**src/rtl/dcm_lock_supervisor.sv**
```systemverilog
// ============================================================================
// Module      : dcm_lock_supervisor
// Description : Reset/lock sequencer for one DCM_SP, clocked by the reference.
// Revision    : 1.0 - initial release
// ============================================================================
`default_nettype none

module dcm_lock_supervisor #(
  parameter int unsigned RST_CYCLES    = 4,
  parameter int unsigned LOCK_TIMEOUT  = 1000000,
  parameter int unsigned SETTLE_CYCLES = 16,
  parameter int unsigned MAX_RETRY     = 3,
  parameter int unsigned CNT_W         = 20
) (
  input  logic       clkIn,
  input  logic       rstIn,
  input  logic       dcmLocked,
  input  logic [7:0] dcmStatus,
  output logic       dcmRst,
  output logic       dcmReady,
  output logic       fail,
  output logic [7:0] retryCnt,
  output logic [7:0] unlockCnt,
  output logic [2:0] state
);

  typedef enum logic [2:0] {
    S_RESET  = 3'd0,
    S_WAIT   = 3'd1,
    S_SETTLE = 3'd2,
    S_RUN    = 3'd3,
    S_FAIL   = 3'd4
  } state_t;

  localparam logic [CNT_W-1:0] c_rst_last     = CNT_W'(RST_CYCLES - 1);
  localparam logic [CNT_W-1:0] c_timeout_last = CNT_W'(LOCK_TIMEOUT - 1);
  localparam logic [CNT_W-1:0] c_settle_last  = CNT_W'(SETTLE_CYCLES - 1);
  localparam logic [7:0]       c_max_retry    = 8'(MAX_RETRY);

  logic [1:0]       lock_sync_q, stat1_sync_q, stat2_sync_q;
  state_t           state_q, state_d;
  logic [CNT_W-1:0] cnt_q, cnt_d;
  logic [7:0]       retry_q, retry_d;
  logic [7:0]       unlock_q, unlock_d;
  logic             dcm_rst_q, dcm_rst_d;
  logic             ready_q, ready_d;
  logic             fail_q, fail_d;
  logic             w_good;
  logic             w_attempt_fail;
  logic             w_unused_status;

  assign w_good = lock_sync_q[1] & ~stat1_sync_q[1] & ~stat2_sync_q[1];
  assign w_unused_status = ^{dcmStatus[7:3], dcmStatus[0]};

  always_ff @(posedge clkIn) begin
    if (rstIn) begin
      lock_sync_q  <= '0;
      stat1_sync_q <= '0;
      stat2_sync_q <= '0;
      state_q      <= S_RESET;
      cnt_q        <= '0;
      retry_q      <= '0;
      unlock_q     <= '0;
      dcm_rst_q    <= 1'b1;
      ready_q      <= 1'b0;
      fail_q       <= 1'b0;
    end else begin
      lock_sync_q  <= {lock_sync_q[0], dcmLocked};
      stat1_sync_q <= {stat1_sync_q[0], dcmStatus[1]};
      stat2_sync_q <= {stat2_sync_q[0], dcmStatus[2]};
      state_q      <= state_d;
      cnt_q        <= cnt_d;
      retry_q      <= retry_d;
      unlock_q     <= unlock_d;
      dcm_rst_q    <= dcm_rst_d;
      ready_q      <= ready_d;
      fail_q       <= fail_d;
    end
  end

  always_comb begin
    state_d        = state_q;
    cnt_d          = cnt_q;
    retry_d        = retry_q;
    unlock_d       = unlock_q;
    w_attempt_fail = 1'b0;

    case (state_q)
      S_RESET: begin
        if (cnt_q == c_rst_last) begin
          state_d = S_WAIT;
          cnt_d   = '0;
        end else begin
          cnt_d = cnt_q + CNT_W'(1);
        end
      end
      S_WAIT: begin
        // A lock seen on the timeout cycle still wins.
        if (w_good) begin
          state_d = S_SETTLE;
          cnt_d   = '0;
        end else if (cnt_q == c_timeout_last) begin
          w_attempt_fail = 1'b1;
        end else begin
          cnt_d = cnt_q + CNT_W'(1);
        end
      end
      S_SETTLE: begin
        if (!w_good) begin
          w_attempt_fail = 1'b1;
        end else if (cnt_q == c_settle_last) begin
          state_d = S_RUN;
          cnt_d   = '0;
          retry_d = '0;
        end else begin
          cnt_d = cnt_q + CNT_W'(1);
        end
      end
      S_RUN: begin
        if (!w_good) begin
          state_d = S_RESET;
          cnt_d   = '0;
          if (unlock_q != 8'hFF) unlock_d = unlock_q + 8'(1);
        end
      end
      S_FAIL: begin
        state_d = S_FAIL;
      end
      default: begin
        state_d = S_RESET;
        cnt_d   = '0;
      end
    endcase

    if (w_attempt_fail) begin
      if (retry_q == c_max_retry) begin
        state_d = S_FAIL;
      end else begin
        state_d = S_RESET;
        cnt_d   = '0;
        if (retry_q != 8'hFF) retry_d = retry_q + 8'(1);
      end
    end

    // Outputs are registered from the next state so they track the state register.
    dcm_rst_d = (state_d == S_RESET) || (state_d == S_FAIL);
    ready_d   = (state_d == S_RUN);
    fail_d    = (state_d == S_FAIL);
  end

  assign dcmRst    = dcm_rst_q;
  assign dcmReady  = ready_q;
  assign fail      = fail_q;
  assign retryCnt  = retry_q;
  assign unlockCnt = unlock_q;
  assign state     = state_q;

endmodule

`default_nettype wire
```
**config.mk**
```make
export PLATFORM = sky130hd
export DESIGN_NAME = dcm_lock_supervisor
export DESIGN_NICKNAME = d
export VERILOG_FILES = /design/src/rtl/dcm_lock_supervisor.sv
export SDC_FILE = /design/constraint.sdc
export NUM_CORES = 1
export LEC_CHECK = 0
export CAP_MARGIN = 20
export CORE_MARGIN = 1
export CORE_UTILIZATION = 45
export CTS_BUF_LIST = sky130_fd_sc_hd__clkbuf_8
export DETAILED_ROUTE_END_ITERATION = 8
export GPL_TIMING_DRIVEN = 0
export PLACE_DENSITY = 0.67
export SYNTH_ARGS = -nofsm -noshare
export SYNTH_HDL_FRONTEND = slang
export SYNTH_SLANG_ARGS = --single-unit
```
**constraint.sdc**
```tcl
create_clock -name clkIn -period 2.6 [get_ports clkIn]
set_input_delay 0.52 -clock clkIn [delete_from_list [all_inputs] [get_ports clkIn]]
set_output_delay 0.52 -clock clkIn [all_outputs]
set_load 0.03 [all_outputs]
```
==> results.md, run 1 <==
- Status: completed
- Critical path type: flip-flop to flip-flop
- Pins over their slew limit: 0
- Switching power: 374 uW
- Root Buffer: clkbuf_8
- Antenna violations before repair: 0
- Number of global-route vias before repair: 2188
- Share of cells above drive strength 1: 11.3%
- CP Capture Type: flip-flop
- WHS: 0.399 ns
- Fin crit share: ~97%
- Syn Inst Count: a little under 300
- Synth Flop Type: dfxtp_1
- Worst Skew: 0.00490 ns
- Rows: 26
- GR Util All Layers: between 20% and 30%
- Post-synth EDFFs: 0
- Worst vdd ir: 0.000327 V
- Hold Vio Cnt, Final: 0
- DP Cell Count: 393
- Worst Path Required: 2.79 ns
- Synth top area cells: dfxtp_1, nand2_1, nor2_1, nand3_1, a31oi_1
- Register area share after synthesis: 38.7%
- Wire per inst: 13.7 um
- Largest net degree at the start of global routing: 15
- Pint: between 1 and 1.5 mW
- DR DRC count: 0
- Synth warnings: 0
- Critical Path AT: 2.71 ns
- CTS tree: yes
- Fin crit period: 2.52 ns
- Area grow syn2layout: 20.6%
- Worst-Margin Slew: about 0.52 ns
- Post-DP Area: 2820 um^2
- Pwr Density: 495 nW/um^2
- Die footprint: about 5800 um^2
- Final HPWL DP: just under 4 mm
- Drt pass-1 iters: 4
- Synthesized area: roughly 2500 um^2
- # clock sinks: 48
- H-tree levels: 2
- Total power: 1.48 mW
- Flops & latches, synth: 48
- DRT Wirelength: 5.57 mm
- Via density: 5.59
- F_max: just under 400 MHz
- DR vias: 2262
- Clk buf depth: 2
- CTS hold repair buffers: 0
- Core area: approximately 5200 um^2
- Chip width: 76.3 um
- Post-route antenna net violation count: 0
- Reg power frac: 52.4%
- Yosys top cell by area: dfxtp_1
- NumNets Final: roughly 350
- Combinational group share of total power: between 10 and 15%
- Netlist cell types: 57
- Net Sw Frac: 25.2%
- Startpoint types: flip-flop
- Die Span Y: 76.3 um
- Crit path max fanout: 7
- Clk pwr share: a little over a third
- Syn Nets: 312
- Finished Layout Cells: 405
- Final setup TNS: 0 ns
- Global-route wire length before repair: 9.76 mm
- Worst-Skew Late Latency: 0.31 ns
- Io pins: 33
- Diodes inserted: 0
- Leak: 1.09 nW
- PortBufs: 25
- Worst-path clk slew: 0.09 ns
- Syn Area/Cell: 8.33 um^2
- Grt total ovfl: 0
- Initial DRC Count: 107
- Worst rel slew slack: 65.5%
- Min-delay worst type: input pin to flip-flop
- Design Area, Final: 3000 um^2
- Gpl congestion: 0.851
- Asr flop ratio synth: 0%
- Effective utilization at floorplan: 47.7%
- Max-cap viol count: 0
- Finish-stage setup viols: 0
- CTS buffer count: 5
- Share of the synthesized area in the top cell type: 38.7%
[power by group through the flow]
| stage | clock [mW] | combinational [mW] | sequential (mW) |
|---|---|---|---|
| 2_1_floorplan | 0 | 0.114 | 0.795 |
| 3_3_place_gp | 0 | 0.156 | 0.791 |
| 3_5_place_dp | 0 | 0.158 | 0.793 |
| 4_1_cts | 0.544 | 0.162 | 0.775 |
| 5_1_grt | 0.584 | 0.185 | 0.780 |
| 6_report | 0.540 | 0.166 | 0.776 |
[layout by cell type (no fill, tap or decap), types with 6 or more instances in the layout]
cell / n
nor2_1: 31
a21oi_1: 17
nor3_1: 12
nor2b_1: 7
nand2_1: 33
o21ai_0: 10
and3_1: 8
dfxtp_1: 48
nand3_1: 20
xor2_1: 6
a31oi_1: 14
clkdlybuf4s50_1: 25
[cell type report]
cell class | instances | area [um^2]
fillers | 503 | 2210
multi-input cells | 238 | 1490
flip-flops and latches | 48 | 961
repair buffers | 29 | 280
well taps | 70 | 87.6
clock buffers | 5 | 68.8
plain buffers | 8 | 57.6
clock inverters | 3 | 38.8
inverters | 4 | 15.0
[cell usage after synthesis (5+ instances only)]
master,instances
dfxtp_1,48
nand2_1,33
nor2_1,31
nand3_1,21
a21oi_1,17
a31oi_1,14
nor3_1,12
o21ai_0,10
and3_1,8
nor2b_1,7
xor2_1,6
a211oi_1,5
mux2i_1,5
nor4_1,5
[critical path, stage by stage (launching register included)]
cell and delay, ns:
dfxtp_1 0.42, ha_2 0.25, nand2_1 0.08, or4_4 0.46, o31a_1 0.27, buf_6 0.15
o21a_4 0.25, and4_1 0.17, or3b_1 0.36
[timing repair]
item | 4_1_cts | 5_1_grt
buffers inserted | 0 | 4
pin swaps | 0 | 2
endpoints found under the setup margin | 10 | 9
resized for setup | 2 | 5
gates cloned | 0 | 0
[state kept, by name (all words and copies together) (netlist names), 2 cells and up]
| register | count |
|---|---|
| state | 3 |
| stat2_sync_q | 2 |
| lock_sync_q | 2 |
| unlockCnt | 8 |
| retryCnt | 8 |
| cnt_q | 20 |
| stat1_sync_q | 2 |
[logic make-up (layout without fill, tap and decap cells)]
group,Yosys count,after routing,share of synthesized area [%]
xor gates and xnor gates,8,8,2.82
buffers and inverters,12,49,2.92
DFF,48,48,38.7
AOI/OAI and AO/OA,66,66,18.5
adders and majority gates,3,3,1.51
and+or+nand+nor,156,156,33.6
muxes,5,5,2.02
[through the flow]
step	worst slack [ns]	util (%)
2_1_floorplan	0.161	-
3_3_place_gp	-0.0126	54.2
3_5_place_dp	-0.0465	54.2
4_1_cts	0.0158	56.5
5_1_grt	-0.00428	57.5
6_report	0.0840	57.5
[per-layer routing]
metal  wire [um]  part of all wire (%)  GRT usage [%]
met5           0                     0              0
met1        2740                    49           26.6
met4         113                   2.0           8.85
met3         190                   3.4           4.31
met2        2520                    45           32.9
[worst paths after layout]
check / startpoint / endpoint / slack [ns] / cells after the start
setup / recovery: cnt_q[0]$_SDFF_PP0_ / cnt_q[16]$_SDFF_PP0_ / 0.08 / 8
hold / removal: rstIn / lock_sync_q[0]$_SDFF_PP0_ / 0.40 / 2
hold reg to reg: lock_sync_q[0]$_SDFF_PP0_ / lock_sync_q[1]$_SDFF_PP0_ / 0.44 / 1
setup reg to reg: cnt_q[0]$_SDFF_PP0_ / cnt_q[16]$_SDFF_PP0_ / 0.08 / 8
(Power assumes the default switching activity.)
==> inputs of run 2 (changes only) <==
Settings changed: CTS_BUF_LIST sky130_fd_sc_hd__clkbuf_8 to default.
==> results.md, run 2 (synthesized netlist as in run 1, its figures left out) <==
- CP max stage delay: 0.46 ns (about the same)
- Family with the most delay on the worst path: simple AND/OR/NAND/NOR gates (unchanged)
- Global-route wire length before repair: 9.76 mm (unchanged)
- Die footprint: 5820 um^2 (unchanged)
- Leak: 1.09 nW (about the same)
- WP buf/inv: 1 (unchanged)
- CTS tree: yes (unchanged)
- Max reg flops: 20 (unchanged)
- Effective utilization at floorplan: 47.7% (unchanged)
- Largest Register: cnt_q (unchanged)
- Io pins: 33 (unchanged)
- Gpl congestion: 0.851 (unchanged)
- WHS: 0.400 ns (was 0.399 ns)
- Number of global-route vias before repair: 2192 (was 2188)
- Worst vdd ir: 0.000328 V (was 0.000327 V)
- Critical path type: flip-flop to flip-flop (unchanged)
- NumNets Final: 348 (unchanged)
- DR vias: 2269 (was 2262)
- Startpoint types: flip-flop (unchanged)
- Initial DRC Count: 107 (unchanged)
- DR DRC count: 0 (unchanged)
- Pins over their slew limit: 0 (unchanged)
- Chip width: 76.3 um (unchanged)
- Antenna violations before repair: 0 (unchanged)
- Worst rel slew slack: 65.7% (was 65.5%)
- Area grow syn2layout: 20.6% (unchanged)
- Fin crit period: 2.52 ns (about the same)
- Hold Vio Cnt, Final: 0 (unchanged)
- GR Util All Layers: 20.5% (unchanged)
- CTS hold repair buffers: 0 (unchanged)
- CP Capture Type: flip-flop (unchanged)
- Worst-Margin Slew: 0.515 ns (was 0.517 ns)
- Via density: 5.60 (was 5.59)
- Fin crit share: 96.8% (about the same)
- Commonest non-fill, non-tap cells in the layout: dfxtp_1, nand2_1, nor2_1 (unchanged)
- # clock sinks: 48 (unchanged)
- Grt total ovfl: 0 (unchanged)
- Min-delay worst type: input pin to flip-flop (unchanged)
- Pwr Density: 496 nW/um^2 (was 495 nW/um^2)
- CTS buffer count: 5 (unchanged)
- Largest net degree at the start of global routing: 15 (unchanged)
- Rows: 26 (unchanged)
- Worst Path Required: 2.79 ns (about the same)
- Crit path cell chain: ha_2 > nand2_1 > or4_4 > o31a_1 > buf_6 > o21a_4 > and4_1 > or3b_1 (unchanged)
- Fillcell total: 503 (unchanged)
- Critical Path AT: 2.71 ns (about the same)
- Post-route antenna net violation count: 0 (unchanged)
- Most common cell after layout, fill and taps aside: dfxtp_1 (unchanged)
- Die Span Y: 76.3 um (unchanged)
- Diodes inserted: 0 (unchanged)
- Clk buf depth: 2 (unchanged)
- F_max: 397 MHz (about the same)
- PortBufs: 25 (unchanged)
- Crit path max fanout: 7 (unchanged)
- Worst path slowest cell: or4_4 (unchanged)
- Max-cap viol count: 0 (unchanged)
- Worst-path clk slew: 0.09 ns (about the same)
- Worst Skew: 0.00573 ns (was 0.00490 ns)
- Core area: 5200 um^2 (unchanged)
- Status: completed (unchanged)
- Finish-stage setup viols: 0 (unchanged)
- Worst-Skew Late Latency: 0.31 ns (about the same)
- Total power: 1.49 mW (was 1.48 mW)
- Drt pass-1 iters: 4 (unchanged)
- DRT Wirelength: 5.56 mm (was 5.57 mm)
- H-tree levels: 2 (unchanged)
- Root Buffer: clkbuf_8 (unchanged)
- Final HPWL DP: 3.91 mm (unchanged)
- Wire per inst: 13.7 um (about the same)
- Share of cells above drive strength 1: 11.3% (unchanged)
## run 2: cell count changes in the layout (fill, tap and decap cells not counted), sizes merged
| cell | previous run | this run |
|---|---|---|
| inv | 5 | 4 |
| clkbuf | 8 | 9 |
## run 2: path summary, 6_finish.rpt
kind / from / endpoint / slack, ns / depth (start not counted)
max: cnt_q[0]$_SDFF_PP0_ / cnt_q[16]$_SDFF_PP0_ / 0.08 / 8
min reg2reg: lock_sync_q[0]$_SDFF_PP0_ / lock_sync_q[1]$_SDFF_PP0_ / 0.44 / 1
min: rstIn / stat2_sync_q[0]$_SDFF_PP0_ / 0.40 / 2
max reg2reg: cnt_q[0]$_SDFF_PP0_ / cnt_q[16]$_SDFF_PP0_ / 0.08 / 8
## run 2: metal layers
layer  track usage, %  part of all wire [%]
met2             33.0                    46
met4             8.85                   2.0
met3             4.31                   3.3
met1             26.5                    49
met5                0                     0
## run 2: area by class of cell
| type | instances | area [um^2] | area share, % |
|---|---|---|---|
| Multi-Input combinational cell | 238 | 1490 | 49.6 |
| Sequential cell | 48 | 961 | 32.1 |
| Timing Repair Buffer | 29 | 280 | 9.36 |
| Tap cell | 70 | 87.6 | 2.92 |
| Clock buffer | 6 | 72.6 | 2.42 |
| Buffer | 8 | 57.6 | 1.92 |
| Clock inverter | 2 | 35.0 | 1.17 |
| Inverter | 4 | 15.0 | 0.501 |
## run 2: where the power goes
group | internal [mW] | switching [mW]
clock network | 0.286 | 0.257
registers | 0.755 | 0.0207
logic | 0.0706 | 0.0959
total | 1.11 | 0.373
## run 2: through the flow
step           instances  util, %  setup TNS [ns]  worst slack, ns  instance area, um^2
2_1_floorplan        298        -               0            0.161                 2480
3_3_place_gp         393     54.2         -0.0301          -0.0126                 2820
3_5_place_dp         393     54.2         -0.0609          -0.0465                 2820
4_1_cts              401     56.5               0           0.0158                 2940
5_1_grt              405     57.5        -0.00428         -0.00428                 3000
6_report             405     57.5               0           0.0840                 3000
## run 2: timing repair
| item | in CTS | in global routing |
|---|---|---|
| cloned | 0 | 0 |
| pin swaps | 0 | 2 |
| endpoints found under the hold margin | 0 | 0 |
| setup buffers | 0 | 4 |
| setup endpoints to repair | 10 | 9 |
| resized for setup | 2 | 5 |
==> inputs of run 3 (changes only) <==
Settings changed: REMOVE_ABC_BUFFERS from default to 1, SKIP_CTS_REPAIR_TIMING from default to 1, SKIP_LAST_GASP from default to 1.
==> results.md, run 3 (synthesized netlist as in run 1, its figures left out) <==
- Finished Layout Cells: 402 (was 405)
- Combinational group share of total power: 11.5% (was 11.2%)
- Gpl congestion: 0.819 (was 0.851)
- F_max: 407 MHz (was 397 MHz)
- Worst rel slew slack: 33.1% (was 65.7%)
- Switching power: 376 uW (was 373 uW)
- CTS tree: yes (unchanged)
- Worst path slowest cell: or3_2 (was or4_4)
- Die Span Y: 76.3 um (unchanged)
- Crit path max fanout: 9 (was 7)
- Reg power frac: 52.1% (was 52.2%)
- Area grow syn2layout: 21.6% (was 20.6%)
- Net Sw Frac: 25.2% (was 25.1%)
- Drt pass-1 iters: 4 (unchanged)
- Final core occ: 58.0% (was 57.5%)
- Max-cap viol count: 0 (unchanged)
- CP max stage delay: 0.50 ns (was 0.46 ns)
- Worst-Margin Slew: 1.00 ns (was 0.515 ns)
- Wire per inst: 13.9 um (was 13.7 um)
- Pins over their slew limit: 0 (unchanged)
- Fin crit share: 94.5% (was 96.8%)
- Root Buffer: clkbuf_8 (unchanged)
- RSZ-0062 raised after global routing: no
- Diodes inserted: 0 (unchanged)
- Startpoint types: flip-flop (unchanged)
- # clock sinks: 48 (unchanged)
- Fin crit period: 2.46 ns (was 2.52 ns)
- Most common cell after layout, fill and taps aside: dfxtp_1 (unchanged)
- DRT Wirelength: 5.59 mm (was 5.56 mm)
- Global-route wire length before repair: 9.63 mm (was 9.76 mm)
- Post-DP Area: 2770 um^2 (was 2820 um^2)
- PortBufs: 26 (was 25)
- Via density: 5.56 (was 5.60)
- H-tree levels: 2 (unchanged)
- Clk buf depth: 2 (unchanged)
- Initial DRC Count: 121 (was 107)
- Family with the most delay on the worst path: simple AND/OR/NAND/NOR gates (unchanged)
- Post-route antenna net violation count: 0 (unchanged)
- Status: completed (unchanged)
- Critical Path AT: 2.65 ns (was 2.71 ns)
- DR vias: 2236 (was 2269)
- Effective utilization at floorplan: 47.7% (unchanged)
- WP buf/inv: 0 (was 1)
- Max reg flops: 20 (unchanged)
- Largest Register: cnt_q (unchanged)
- Core area: 5200 um^2 (unchanged)
- Worst Skew: 0.00637 ns (was 0.00573 ns)
- Grt total ovfl: 0 (unchanged)
- Commonest non-fill, non-tap cells in the layout: dfxtp_1, nand2_1, nor2_1 (unchanged)
- Leak: 1.09 nW (about the same)
- DR DRC count: 0 (unchanged)
- Pwr Density: 494 nW/um^2 (was 496 nW/um^2)
- DP Cell Count: 386 (was 393)
- Finish-stage setup viols: 0 (unchanged)
- Worst vdd ir: 0.000408 V (was 0.000328 V)
- CTS buffer count: 5 (unchanged)
- CP Capture Type: flip-flop (unchanged)
- Worst-Skew Late Latency: 0.31 ns (about the same)
- Io pins: 33 (unchanged)
- Clk pwr share: 36.4% (was 36.5%)
- Critical path type: flip-flop to flip-flop (unchanged)
- Place WS: -0.651 ns (was -0.0465 ns)
- Final worst slack: 0.144 ns (was 0.0840 ns)
- Crit path cell chain: nand2b_1 > or3_2 > o31a_4 > o21a_4 > and4_1 > or3b_1 (was ha_2 > nand2_1 > or4_4 > o31a_1 > buf_6 > o21a_4 > and4_1 > or3b_1)
- Largest net degree at the start of global routing: 28 (was 15)
- Antenna violations before repair: 0 (unchanged)
- WHS: 0.450 ns (was 0.400 ns)
- Hold Vio Cnt, Final: 0 (unchanged)
- NumNets Final: 345 (was 348)
- GR Util All Layers: 20.2% (was 20.5%)
- Total power: 1.49 mW (about the same)
- Min-delay worst type: flip-flop to flip-flop (was input pin to flip-flop)
- Share of cells above drive strength 1: 12.3% (was 11.3%)
- Chip width: 76.3 um (unchanged)
- Fillcell total: 502 (was 503)
- Rows: 26 (unchanged)
- Final setup TNS: 0 ns (unchanged)
- Final HPWL DP: 3.85 mm (was 3.91 mm)
- Worst Path Required: 2.79 ns (about the same)
- Number of global-route vias before repair: 2044 (was 2192)
- Worst-path clk slew: 0.09 ns (about the same)
- Pint: 1.12 mW (was 1.11 mW)
- Design Area, Final: 3020 um^2 (was 3000 um^2)
- Die footprint: 5820 um^2 (unchanged)
[run 3: final timing paths]
path / startpoint / to / slack (ns) / depth (start not counted)
max: state[2]$_SDFF_PP0_ / cnt_q[16]$_SDFF_PP0_ / 0.14 / 6
min: lock_sync_q[0]$_SDFF_PP0_ / lock_sync_q[1]$_SDFF_PP0_ / 0.45 / 1
max reg2reg: state[2]$_SDFF_PP0_ / cnt_q[16]$_SDFF_PP0_ / 0.14 / 6
min reg2reg: lock_sync_q[0]$_SDFF_PP0_ / lock_sync_q[1]$_SDFF_PP0_ / 0.45 / 1
[run 3: power by group through the flow]
stage / sequential (mW) / clock [mW] / combinational (mW)
floorplan: 0.795 / 0 / 0.102
global route: 0.781 / 0.590 / 0.192
CTS: 0.775 / 0.555 / 0.151
global placement: 0.792 / 0 / 0.148
finish: 0.777 / 0.543 / 0.172
detailed placement: 0.792 / 0 / 0.149
[run 3: routing by layer]
metal / track usage (%) / share of wire, % / wire, um / vias up
met3: 3.59 / 4.2 / 234 / 4
li1: - / - / - / 1156
met4: 5.19 / 0.54 / 30 / 0
met5: 0 / 0 / 0 / -
met2: 32.9 / 46 / 2600 / 40
met1: 27.4 / 49 / 2730 / 1036
[run 3: area by class of cell]
| type | count | area [um^2] | area share, % |
|---|---|---|---|
| Multi-Input combinational cell | 238 | 1510 | 49.9 |
| Clock buffer | 5 | 68.8 | 2.28 |
| Sequential cell | 48 | 962 | 31.9 |
| Clock inverter | 3 | 42.5 | 1.41 |
| Timing Repair Buffer | 34 | 335 | 11.1 |
| Tap cell | 70 | 87.6 | 2.90 |
| Inverter | 4 | 15.0 | 0.497 |
